File: src/rtl/pll_rst_seq.sv
// Power-up/lock sequencer for the board PLL: cycles POWERDOWN, qualifies LOCK and gates the WB-domain reset.
// Optional lock-loss counter is built when PLL_RST_SEQ_LOCKLOSS_CNT_EN is defined.
module pll_rst_seq #(
    parameter int PD_CYCLES    = 64,
    parameter int LOCK_STABLE  = 1024,
    parameter int LOCK_TIMEOUT = 65536,
    parameter int MAX_RETRY    = 3,
    parameter int CNT_W        = 17
) (
    input  logic       sys_clk_pad_i,
    input  logic       rst_n_pad_i,
    input  logic       pll_lock_i,
    output logic       pll_powerdown_n_o,
    output logic       wb_rst_o,
    output logic       pll_fail_o,
    output logic [2:0] state_o,
    output logic [7:0] lock_loss_cnt_o
);

    typedef enum logic [2:0] {
        ST_PD     = 3'd0,
        ST_WAIT   = 3'd1,
        ST_STABLE = 3'd2,
        ST_RUN    = 3'd3,
        ST_FAIL   = 3'd4
    } state_t;

    localparam logic [CNT_W-1:0] PD_LAST      = CNT_W'(PD_CYCLES - 1);
    localparam logic [CNT_W-1:0] STABLE_LAST  = CNT_W'(LOCK_STABLE - 1);
    localparam logic [CNT_W-1:0] TIMEOUT_LAST = CNT_W'(LOCK_TIMEOUT - 1);
    localparam logic [CNT_W-1:0] CNT_ONE      = CNT_W'(1);
    localparam logic [3:0]       RETRY_LIMIT  = 4'(MAX_RETRY);

    state_t           state, state_nxt;
    logic [CNT_W-1:0] cnt, cnt_nxt;
    logic [3:0]       retry, retry_nxt;
    logic             lock_meta, lock_s;
    logic             powerdown_n_nxt, wb_rst_nxt, fail_nxt;

    // LOCK comes from the PLL's own analog loop, so it is asynchronous to the crystal clock.
    // NOTE: sequential state uses non-blocking assignments so every flop samples pre-edge values.
    always_ff @(posedge sys_clk_pad_i or negedge rst_n_pad_i) begin
        if (!rst_n_pad_i) begin
            lock_meta <= 1'b0;
            lock_s    <= 1'b0;
        end else begin
            lock_meta <= pll_lock_i;
            lock_s    <= lock_meta;
        end
    end

    always_ff @(posedge sys_clk_pad_i or negedge rst_n_pad_i) begin
        if (!rst_n_pad_i) begin
            state <= ST_PD;
            cnt   <= '0;
            retry <= '0;
        end else begin
            state <= state_nxt;
            cnt   <= cnt_nxt;
            retry <= retry_nxt;
        end
    end

    // NOTE: every always_comb output gets a default first, so no path can infer a latch.
    always_comb begin
        state_nxt = state;
        cnt_nxt   = cnt;
        retry_nxt = retry;
        case (state)
            ST_PD: begin
                if (cnt == PD_LAST) begin
                    state_nxt = ST_WAIT;
                    cnt_nxt   = '0;
                end else begin
                    cnt_nxt = cnt + CNT_ONE;
                end
            end
            ST_WAIT: begin
                if (lock_s) begin
                    state_nxt = ST_STABLE;
                    cnt_nxt   = '0;
                end else if (cnt == TIMEOUT_LAST) begin
                    retry_nxt = retry + 4'd1;
                    cnt_nxt   = '0;
                    state_nxt = (retry_nxt == RETRY_LIMIT) ? ST_FAIL : ST_PD;
                end else begin
                    cnt_nxt = cnt + CNT_ONE;
                end
            end
            ST_STABLE: begin
                // Any dropout restarts qualification from WAIT with a fresh timeout window.
                if (!lock_s) begin
                    state_nxt = ST_WAIT;
                    cnt_nxt   = '0;
                end else if (cnt == STABLE_LAST) begin
                    state_nxt = ST_RUN;
                    retry_nxt = '0;
                end else begin
                    cnt_nxt = cnt + CNT_ONE;
                end
            end
            ST_RUN: begin
                if (!lock_s) begin
                    state_nxt = ST_WAIT;
                    cnt_nxt   = '0;
                end
            end
            ST_FAIL: state_nxt = ST_FAIL;
            default: begin
                state_nxt = ST_PD;
                cnt_nxt   = '0;
            end
        endcase
    end

    // Decoded from the next state so the registered outputs move on the same edge as state.
    always_comb begin
        powerdown_n_nxt = 1'b0;
        wb_rst_nxt      = 1'b1;
        fail_nxt        = 1'b0;
        case (state_nxt)
            ST_WAIT, ST_STABLE: powerdown_n_nxt = 1'b1;
            ST_RUN: begin
                powerdown_n_nxt = 1'b1;
                wb_rst_nxt      = 1'b0;
            end
            ST_FAIL: fail_nxt = 1'b1;
            default: ;
        endcase
    end

    always_ff @(posedge sys_clk_pad_i or negedge rst_n_pad_i) begin
        if (!rst_n_pad_i) begin
            pll_powerdown_n_o <= 1'b0;
            wb_rst_o          <= 1'b1;
            pll_fail_o        <= 1'b0;
        end else begin
            pll_powerdown_n_o <= powerdown_n_nxt;
            wb_rst_o          <= wb_rst_nxt;
            pll_fail_o        <= fail_nxt;
        end
    end

    assign state_o = state;

`ifdef PLL_RST_SEQ_LOCKLOSS_CNT_EN
    logic [7:0] loss_cnt;

    // Counts RUN->WAIT transitions, saturating rather than wrapping.
    always_ff @(posedge sys_clk_pad_i or negedge rst_n_pad_i) begin
        if (!rst_n_pad_i) begin
            loss_cnt <= 8'h00;
        end else if (state == ST_RUN && state_nxt == ST_WAIT && loss_cnt != 8'hFF) begin
            loss_cnt <= loss_cnt + 8'd1;
        end
    end

    assign lock_loss_cnt_o = loss_cnt;
`else
    assign lock_loss_cnt_o = 8'h00;
`endif

endmodule
File: config.mk
export PLATFORM = sky130hd
export DESIGN_NAME = pll_rst_seq
export DESIGN_NICKNAME = d
export VERILOG_FILES = /design/src/rtl/pll_rst_seq.sv
export SDC_FILE = /design/constraint.sdc
export NUM_CORES = 1
export LEC_CHECK = 0
export BUFFER_PORTS_ARGS = -buffer_cell sky130_fd_sc_hd__buf_2
export CAP_MARGIN = 20
export CELL_PAD_IN_SITES_DETAIL_PLACEMENT = 0
export CELL_PAD_IN_SITES_GLOBAL_PLACEMENT = 1
export CORE_AREA = 2 2 72 67
export DETAILED_ROUTE_END_ITERATION = 6
export DIE_AREA = 0 0 74 69
export GPL_TIMING_DRIVEN = 1
export PLACE_DENSITY = 0.68
export REMOVE_ABC_BUFFERS = 1
export SETUP_SLACK_MARGIN = 0.15
export SLEW_MARGIN = 20
export SYNTH_ARGS = -nofsm -noshare
export SYNTH_HDL_FRONTEND = slang
export SYNTH_SLANG_ARGS = --single-unit
File: constraint.sdc
create_clock -name sys_clk_pad_i -period 5.8 [get_ports sys_clk_pad_i]
set_input_delay 0.87 -clock sys_clk_pad_i [delete_from_list [all_inputs] [get_ports sys_clk_pad_i]]
set_output_delay 0.87 -clock sys_clk_pad_i [all_outputs]
set_load 0.05 [all_outputs]
# Yosys cells after proc, flatten, opt, wreduce, memory -nomap -nowiden
# Index checks and enable logic that the tools add are counted.
word_totals:
  regBits: 29
  input_bits: 3
  out_inout_bits: 14
classes:
  n_addsub: 2
  n_eq_ne: 18
  muxes: 23
  bitwise_logic: 1
  reduce_logical: 5
ops:
  columns: ["op", "count"]
  rows:
  - ["$mux 17", 6]
  - ["$pmux 17 s5", 1]
  - ["$mux 3", 7]
  - ["$add 17x1->17 const B", 1]
  - ["$eq 17x10->1 const B", 1]
  - ["$eq 17x16->1 const B", 1]
  - ["$eq 17x6->1 const B", 1]
  - ["$mux 4", 4]
  - ["$pmux 3 s5", 1]
  - ["$eq 3x2->1 const B", 4]
  - ["$ne 2x2->1 const B", 5]
  - ["$pmux 4 s2", 1]
  - ["$eq 3x1->1 const B", 2]
  - ["$eq 3x3->1 const B", 2]
  - ["$reduce_and 5->1", 1]
  - ["$add 4x1->4 const B", 1]
  - ["$eq 4x2->1 const B", 1]
  - ["$logic_not 3->1", 1]
  - ["$mux 1", 3]
  - ["$ne 3x3->1 const B", 1]
  - ["$reduce_and 3->1", 1]
  - ["$reduce_or 3->1", 1]
  - ["$reduce_bool 2->1", 1]
  - ["$not 1->1", 1]

# Longest topological paths before layout
depth:
  ltp_word: 9
  ltp_mapped: 12
  mapped_depth_nobuf: 11

# Worst setup path after synthesis
# OpenSTA, ideal clock, no wires.
synth_path:
  path_type: "register -> register"
  from: "reg cnt[0]"
  to: "reg cnt[15]"
  setup_ps: 76
  arrival_time_ps: 2664
  setup_slack_ps: 3059
  path_stages_with_launch: 12
  period_less_slack_ps: 2741
  path_cell_list: "dfrtp_1 > ha_1 > nand2_1 > nor4_2 > nand4_1 > inv_1 > ha_1 > or4b_1 > a31o_1 > a31o_1 > or4_1 > o21ai_1"
synth_via:
  elab_chain_cells: 4
  word_cells_on_any_way: 12
synth_rtl:
  columns: ["item", "line", "text"]
  rows:
  - ["start, declared", "35", "logic [CNT_W-1:0] cnt, cnt_nxt;"]
  - ["start signal, assigned", "59", "cnt <= cnt_nxt;"]
  - ["$add 17x1->17 / $eq 17x16->1 (equally long branches)", null, null]
  - ["$mux 17, on equally long branches", "95, 82", null]
  - ["$mux 17, on equally long branches", "92, 79", null]
  - ["$pmux 17 s5", "69", "case (state)"]
# Parallel ways exist; a longest one is shown, timed or not. The select of a mux whose other input is x is not followed.
# A chain may end at the register's enable or synchronous reset.

# Worst setup path in the final report
layout_path:
  from: "reg cnt[0]"
  to: "reg cnt[5]"
# Same word-level chain as after synthesis.

==> impl_metrics.json <==
{
  "peakVddDrop_uv": 114,
  "cts_max_level": 2,
  "leakagePower_nw": 0.779,
  "cts_root_buf": "clkbuf_8",
  "clock_sink_count": 29,
  "vias_per_cell": 5.34,
  "grt_setup_unrepaired": "false",
  "synth_top_area_cell": "dfrtp_1",
  "die_area_sq_um": 5110,
  "grt_usage_pct": 15.0,
  "synth_top_family_by_area": "simple AND/OR/NAND/NOR gates",
  "die_h_microns": 69,
  "drcViolationCount": 0,
  "synthTopCellsByCount": "dfrtp_1 (28), nand2_1 (18), o21ai_0 (17)",
  "maxSlewViolCount": 0,
  "ys_ff_latch": 29,
  "fin_skew_ns": 0.00441,
  "critPathMaxFanout": 12,
  "gr-usage-met2_pct": 21.2,
  "gp_congestion": 0.811,
  "cts_tree": "yes",
  "drt-total-wl_microns": 3400,
  "synth_top_area_share_pct": 41.9,
  "hold_path_class": "reg -> reg",
  "cts.clk_slew.worst_paths_ns": 0.06,
  "post_cts_resized": 0,
  "powerDensity_nw_per_um2": 239,
  "netlist_instances": 181,
  "cts_buffers": 5,
  "synth-compound-area-share_pct": 19.6,
  "core_sq_um": 4350,
  "max_cap_violations": 0,
  "synth_enable_flop_cells": 0,
  "first_pass_iters": 4,
  "crit_required_ns": 5.97,
  "grt_pass1_vias": 1228,
  "status": "completed",
  "final_cells": 252,
  "synth_xor_area_share_pct": 2.62,
  "multi_input_area_sq_um": 841,
  "dp_cells": 244,
  "die_x_microns": 74,
  "maxSlewHeadroom_pct": 45.4,
  "fin_crit_ns": 3.19,
  "grt_pass1_wl_microns": 5940,
  "gr-total-overflow": 0,
  "post-route-period-util_pct": 55.0,
  "clockBufferDepth": 2,
  "post_cts_buffers": 0,
  "regToRegStartpoint": "cnt[0]",
  "area_delta_synth_final_pct": 9.95,
  "regArea_sq_um": 727,
  "grt_max_degree": 30,
  "rows": 23,
  "yosysWarnings": 0,
  "final_hold_viol_count": 0,
  "synthTopCellsByArea": "dfrtp_1 (42%), o21ai_0 (5.1%), nand2_1 (4.0%)",
  "start_util_pct": 38.5,
  "via_count": 1346,
  "setup_tns_ns": 0,
  "setup_viol": 0,
  "tightest_slew_ns": 0.812,
  "top_usage_layer": "met1",
  "nFillCells": 421,
  "worstPathArrival_ns": 3.36,
  "fin_nets": 197,
  "clock.fmax_ghz": 0.313,
  "num_io_pins": 17,
  "path_class": "reg -> reg",
  "wl_per_cell_microns": 13.5,
  "async_flop_share_pct": 100,
  "cp-start-kind": "flop",
  "synthMuxAreaShare_pct": 0.598,
  "synthDistinctLibCells": 47,
  "crit_start": "cnt[0]",
  "met1_usage_pct": 21.3,
  "dp_hpwl_microns": 2410,
  "ff2ff_path_depth": 11,
  "critPathCapture": "cnt[5]",
  "synth_ff_type": "dfrtp_1",
  "syn_area_per_cell_sq_um": 9.24,
  "yosysMostFrequentCell": "dfrtp_1",
  "timing.hold.ws_ns": 0.352,
  "postCtsHoldBufs": 0,
  "reg2reg_setup_slack_ns": 2.61,
  "worst_setup_path_end_kind": "flop",
  "clk_latency_ns": 0.28,
  "port_buffers": 8,
  "antenna_found_initial": 0,
  "yosysSeqAreaShare_pct": 43.5,
  "synthAdderAreaFrac_pct": 3.74,
  "n_antenna_cell": 0,
  "grt_use_met3_pct": 5.26,
  "drive_above_1_share_pct": 11.1,
  "total_power_mw": 0.440,
  "worstReg2RegEnd": "cnt[5]",
  "first_iter_violations": 84,
  "yosys.area_share.simple_pct": 21.9,
  "syn_area_sq_um": 1670,
  "ant_nets": 0
}
per-layer routing:
metal	vias to the layer above	share of wire [%]
met4	0	1.3
met2	22	43
met3	7	4.2
met5	-	0
li1	660	-
met1	657	52
worst max-delay path: stages (launching register included):
cell and delay, ns:
dfrtp_1 0.38, ha_1 0.21, nand2_1 0.13, nor4_2 0.74, nand4_1 0.23, inv_1 0.10
ha_1 0.19, or4b_1 0.14, and2_1 0.16, a31o_1 0.41, o21ai_0 0.15, a32o_1 0.24
cells by family after synthesis:
logic type,count (synthesis)
AOI/OAI and AO/OA,48
other,1
xor gates and xnor gates,5
DFF,29
buffers and inverters,24
adders and majority gates,5
muxes,1
and+or+nand+nor,68
metrics by stage:
step / worst slack, ns / util (%) / cell area, sq um
3_5_place_dp: 2.58 / 39.6 / 1720
6_report: 2.61 / 42.3 / 1840
3_3_place_gp: 2.70 / 39.6 / 1720
2_1_floorplan: 2.97 / - / 1610
5_1_grt: 2.19 / 42.3 / 1840
4_1_cts: 2.60 / 42.3 / 1840
placed cells by master (no fill, tap or decap), types with 2 or more instances in the layout:
cell / instances
ha_1: 5
nor3_1: 4
xnor2_1: 3
nor4_1: 4
a21oi_1: 7
nor2_1: 8
conb_1: 8
nor3b_1: 3
dfrtp_1: 28
xor2_1: 2
and3_1: 2
buf_2: 8
nand3b_1: 2
o21ai_0: 17
clkbuf_8: 6
nand2_1: 18
or2_2: 2
a31o_1: 2
or4_1: 2
and2_1: 2
o2bb2ai_1: 3
a22o_1: 3
nand3_1: 10
a32o_1: 3
nand2b_1: 3
inv_1: 10
a31oi_1: 2
nand4_1: 3
a21o_1: 2
where the power goes:
group | switching (mW) | internal, mW | total (mW)
clock | 0.0799 | 0.140 | 0.220
combinational | 0.0155 | 0.000588 | 0.0161
sequential | 0.000640 | 0.203 | 0.204
worst min-delay path by stage:
stage | start | end | slack, ns | depth (start not counted)
after CTS | lock_meta | lock_s | 0.35 | 0
after detailed placement | lock_meta | lock_s | 0.34 | 0
after global placement | lock_meta | lock_s | 0.33 | 0
final | lock_meta | lock_s | 0.35 | 0
after global routing | lock_meta | lock_s | 0.37 | 0
after floorplan | lock_meta | lock_s | 0.33 | 0
layout make-up:
type / count / area share (%)
clock buffers: 7 / 4.69
clock inverters: 1 / 1.63
inverters: 10 / 2.04
multi-input cells: 135 / 45.7
flip-flops and latches: 29 / 39.5
well taps: 62 / 4.22
repair buffers: 8 / 2.18
sequential cells by signal (all words and copies together) (netlist names):
name,count
cnt,17
retry,4
state_o,3
lock_meta,1
lock_s,1
pll_fail_o,1
pll_powerdown_n_o,1
wb_rst_o,1
Note: power is estimated with default switching activity, not from simulation.
